**src/rtl/serial_subtractor.sv**
```systemverilog
// serial_subtractor
//   Multi-cycle unsigned subtractor: diff = (A - B - bin) mod 2^WIDTH,
//   computed DIGIT bits per clock, LSB first, over N = WIDTH/DIGIT cycles.
//   Also reports the unsigned borrow-out and the two's-complement overflow.
//
// Ports
//   clk    rising-edge clock
//   rst    asynchronous, active-high reset
//   start  operation request, sampled only while idle
//   A, B   minuend / subtrahend, latched with start
//   bin    borrow-in, latched with start
//   busy   high while an operation is in progress
//   done   one-cycle pulse when diff/bout/ovf are updated
//   diff   result, held until the next operation completes
//   bout   borrow-out: 1 iff A < B + bin (unsigned)
//   ovf    signed overflow of A - B - bin
module serial_subtractor #(
    parameter int WIDTH = 32,
    parameter int DIGIT = 4
) (
    input  logic             clk,
    input  logic             rst,
    input  logic             start,
    input  logic [WIDTH-1:0] A,
    input  logic [WIDTH-1:0] B,
    input  logic             bin,
    output logic             busy,
    output logic             done,
    output logic [WIDTH-1:0] diff,
    output logic             bout,
    output logic             ovf
);

    localparam int N  = WIDTH / DIGIT;
    localparam int CW = (N > 1) ? $clog2(N) : 1;

    localparam logic [0:0] S_IDLE = 1'b0;
    localparam logic [0:0] S_RUN  = 1'b1;

    logic [0:0]       state;
    logic [WIDTH-1:0] a_sr;
    logic [WIDTH-1:0] b_sr;
    logic [WIDTH-1:0] res_sr;
    logic             borrow;
    logic [CW-1:0]    cnt;
    logic             a_msb;
    logic             b_msb;

    logic [DIGIT:0]   step;
    logic [DIGIT-1:0] dig;
    logic             brw_nxt;
    logic [WIDTH-1:0] res_nxt;
    logic             last;

    assign busy = (state == S_RUN);

    always_comb begin
        // One extra bit on top catches the borrow: the difference is
        // negative exactly when that bit comes out set.
        step    = {1'b0, a_sr[DIGIT-1:0]} - {1'b0, b_sr[DIGIT-1:0]}
                  - {{DIGIT{1'b0}}, borrow};
        dig     = step[DIGIT-1:0];
        brw_nxt = step[DIGIT];
        // New digit enters at the MSB end; after N shifts digit 0 sits at
        // the LSB. Written as shifts so WIDTH == DIGIT needs no special case.
        res_nxt = (res_sr >> DIGIT) | (WIDTH'(dig) << (WIDTH - DIGIT));
        last    = (cnt == CW'(N - 1));
    end

    always_ff @(posedge clk or posedge rst) begin
        if (rst) begin
            state  <= S_IDLE;
            a_sr   <= '0;
            b_sr   <= '0;
            res_sr <= '0;
            borrow <= 1'b0;
            cnt    <= '0;
            a_msb  <= 1'b0;
            b_msb  <= 1'b0;
            done   <= 1'b0;
            diff   <= '0;
            bout   <= 1'b0;
            ovf    <= 1'b0;
        end else begin
            done <= 1'b0;
            case (state)
                S_IDLE: begin
                    if (start) begin
                        a_sr   <= A;
                        b_sr   <= B;
                        borrow <= bin;
                        a_msb  <= A[WIDTH-1];
                        b_msb  <= B[WIDTH-1];
                        cnt    <= '0;
                        res_sr <= '0;
                        state  <= S_RUN;
                    end
                end
                S_RUN: begin
                    a_sr   <= a_sr >> DIGIT;
                    b_sr   <= b_sr >> DIGIT;
                    borrow <= brw_nxt;
                    res_sr <= res_nxt;
                    cnt    <= cnt + CW'(1);
                    if (last) begin
                        state <= S_IDLE;
                        diff  <= res_nxt;
                        bout  <= brw_nxt;
                        // Overflow only possible when operand signs differ;
                        // then it shows as a result sign differing from A.
                        ovf   <= (a_msb != b_msb) && (res_nxt[WIDTH-1] != a_msb);
                        done  <= 1'b1;
                    end
                end
                default: state <= S_IDLE;
            endcase
        end
    end

endmodule

```
**config.mk**
```make
export PLATFORM = sky130hd
export DESIGN_NAME = serial_subtractor
export DESIGN_NICKNAME = d
export VERILOG_FILES = /design/src/rtl/serial_subtractor.sv
export SDC_FILE = /design/constraint.sdc
export NUM_CORES = 1
export LEC_CHECK = 0
export CORE_MARGIN = 2
export CORE_UTILIZATION = 65
export CTS_BUF_LIST = sky130_fd_sc_hd__clkbuf_16
export DETAILED_ROUTE_END_ITERATION = 6
export DONT_BUFFER_PORTS = 1
export GPL_TIMING_DRIVEN = 0
export PLACE_DENSITY = 0.81
export SLEW_MARGIN = 15
export SYNTH_ARGS = -nofsm -noshare
export SYNTH_HDL_FRONTEND = slang
export SYNTH_SLANG_ARGS = --single-unit
```
**constraint.sdc**
```tcl
create_clock -name clk -period 14.6 [get_ports clk]
set_input_delay 4.38 -clock clk [delete_from_list [all_inputs] [get_ports clk]]
set_output_delay 4.38 -clock clk [all_outputs]
set_load 0.01 [all_outputs]
```
==> reports/metrics.yaml <==
clocking:
  cts_htree_levels: 4
  cts.repair.resized: 0
  post_cts.repair.setup_buffers: 0
  number_of_clock_sinks: 134
  clk_path_buf_depth: 2
  hold_bufs_inserted_after_cts: 0
  numCtsBuffers: 17
  cts_tree: "yes"
  clock-root-buffer: "sky130_fd_sc_hd__clkbuf_16"
  cts.clk_slew.worst_paths_ns: 0.06
  worstSkewPairLatency_ns: 0.41
detailed_routing:
  drt-pass1-iter-count: 4
  route.antenna.remaining_nets: 0
  wirelength_um: 12700
  vias_per_std_cell: 5.89
  post_drt_wl_per_cell_um: 19.3
  post-route-drc-count: 0
  drt_first_iter_violations: 154
  num_vias: 3872
timing:
  min_period_over_period_pct: 35.8
  worst_pin_slew_ns: 0.501
  finalHoldViolations: 0
  setup_ws_ns: 9.37
  slew_violations: 0
  fin_worst_skew_ns: 0.00897
  final.min_clock_period_ns: 5.23
  final-setup-viol-count: 0
  setup_total_neg_slack_ns: 0
  hold_slack_ns: 0.486
  clock.fmax_mhz: 191
  slew_headroom_pct: 66.6
  grt_setup_unrepaired: "false"
grt:
  grt.met1_usage_pct: 34.8
  busiest_layer: "met2"
  grt_use_total_pct: 26.6
  use_met3_pct: 6.93
  gr-total-overflow: 0
  grt_antenna_before_repair: 0
  grt_pass1_wl_um: 20600
  first_global_vias: 4048
  grt_util_met2_pct: 43.4
  grt_max_degree: 91
worst_setup_path:
  cp-startpoint: "diff[4]"
  ff2ff_path_depth: 6
  cp_data_arrival_time_ns: 0.85
  r2r_setup_slack_ns: 12.49
  path_class: "register to output port"
  critical_path.reg2reg.startpoint: "a_sr[0]"
  r2r_endpoint: "borrow"
  crit_cells: 0
  crit_required_ns: 10.22
  cp-end-kind: "output port"
  crit_end: "diff[4]"
  timing.critical_path.from_type: "register"
  worstPathMaxFanout: 2
synth:
  post_synth_most_frequent_cells: "134 x sky130_fd_sc_hd__dfrtp_1, 88 x sky130_fd_sc_hd__nand2_1, 76 x sky130_fd_sc_hd__o21ai_1"
  synth_edf_count: 0
  postSynthNetCount: 591
  most_area_hungry_cell_type_in_the_yosys_netlist: "sky130_fd_sc_hd__dfrtp_1"
  synth.top_cell.area_share_pct: 55.4
  synthesis.area_per_instance_um2: 11.8
  synth-main-ff-cell: "sky130_fd_sc_hd__dfrtp_1"
  ys_top_cells_by_area: "sky130_fd_sc_hd__dfrtp_1 55%, sky130_fd_sc_hd__mux2i_1 11%, sky130_fd_sc_hd__o21ai_1 6.3%"
  yosys_warnings: 0
  ys_ff_latch: 134
  synth_most_common_cell: "sky130_fd_sc_hd__dfrtp_1"
  post_synthesis_instance_area_um2: 6050
  proportion_of_synthesized_chip_area_in_sequential_cells_pct: 55.4
  postSynth.asyncResetShare_pct: 100
  synth_cell_types: 32
  post_synth_inst_count: 513
pwr:
  p_total_uw: 1630
  p_leak_uw: 0.00335
  irDropWorstVdd_uv: 115
  powerDensity_nw_per_um2: 237
finish:
  area.growth.synth_to_final_pct: 13.2
  finalNetCount: 611
  utilization_pct: 74.8
  fraction_of_final_layout_cells_sized_beyond_drive_strength_1_pct: 17.8
  insertedDiodeCount: 0
place:
  dp_worst_setup_slack_ns: 9.39
  port-buffer-count: 0
  gp_routability_congestion: 0.828
  place.detailed.hpwl_um: 8680
floorplan:
  floorplan.initialDensity_pct: 66.1
  num_rows: 35
  coreArea_um2: 9150
  die_w_um: 100
  die_ar_um2: 10100
  die_height_um: 100
  i_o_pins: 104
run:
  drv.max_cap_violation_count: 0
status:
  status: "finished, final reports clean"
min_path:
  timing.hold.worst.class: "register to register"
## stage by stage
step | std cells | cell area [µm²]
after global placement | 624 | 6190
after detailed placement | 625 | 6220
final | 657 | 6850
after global routing | 657 | 6850
after floorplan | 513 | 6050
after CTS | 657 | 6850
## power by group
part	switching, µW	internal (µW)
Clock	165	287
Combinational	264	253
Sequential	131	525
Total	560	1070
## placed cells by master, fill, tap and decap left out, types with 7 or more instances in the layout
master,synthesis,routed
sky130_fd_sc_hd__dfrtp_1,134,134
sky130_fd_sc_hd__nand2_1,88,88
sky130_fd_sc_hd__o21ai_1,76,76
sky130_fd_sc_hd__mux2i_1,66,66
sky130_fd_sc_hd__nand2b_1,26,26
sky130_fd_sc_hd__mux2_4,25,25
sky130_fd_sc_hd__clkbuf_16,0,17
sky130_fd_sc_hd__buf_6,16,16
sky130_fd_sc_hd__nor2_1,10,10
sky130_fd_sc_hd__clkbuf_1,8,8
sky130_fd_sc_hd__inv_1,9,8
sky130_fd_sc_hd__ha_1,8,8
sky130_fd_sc_hd__buf_4,7,7
sky130_fd_sc_hd__o21ai_0,7,7
## area by class of cell
cell class | instances | area [µm²]
multi-input cells | 336 | 2390
repair buffers | 1 | 27.5
well taps | 111 | 139
clock buffers | 17 | 425
flip-flops and latches | 134 | 3350
clock inverters | 15 | 201
fillers | 621 | 2300
inverters | 10 | 42.5
plain buffers | 33 | 273
## sequential cells by signal, indices dropped and copies added (netlist names)
register  cells
borrow        1
busy          1
res_sr       28
b_msb         1
bout          1
b_sr         32
ovf           1
a_msb         1
cnt           3
done          1
a_sr         32
diff         32
## worst min path at each step
stage / startpoint / end / slack, ns / cells after the start
2_1_floorplan: a_sr[4] / a_sr[0] / 0.45 / 2
3_3_place_gp: b_sr[19] / b_sr[15] / 0.46 / 2
3_5_place_dp: b_sr[9] / b_sr[5] / 0.47 / 2
4_1_cts: a_sr[7] / a_sr[3] / 0.49 / 2
5_1_grt: a_sr[7] / a_sr[3] / 0.50 / 2
6_report: a_sr[7] / a_sr[3] / 0.49 / 2
## routing by layer
layer | vias to the layer above | share of wire (%)
met2 | 112 | 49
met3 | 21 | 6.1
met5 | - | 0
met4 | 0 | 1.8
met1 | 1949 | 43
li1 | 1790 | -
## kinds of logic (layout without fill, tap and decap cells)
family                     Yosys count  after routing  share of synthesized area (%)
DFF                                134            134                           55.4
and+or+nand+nor                    132            132                           10.0
muxes                               97             97                           18.2
AOI/OAI and AO/OA                   94             94                           8.43
buffers and inverters               43             76                           5.13
adders and majority gates           10             10                           2.32
xor gates and xnor gates             3              3                          0.434
(Power assumes the default switching activity.)
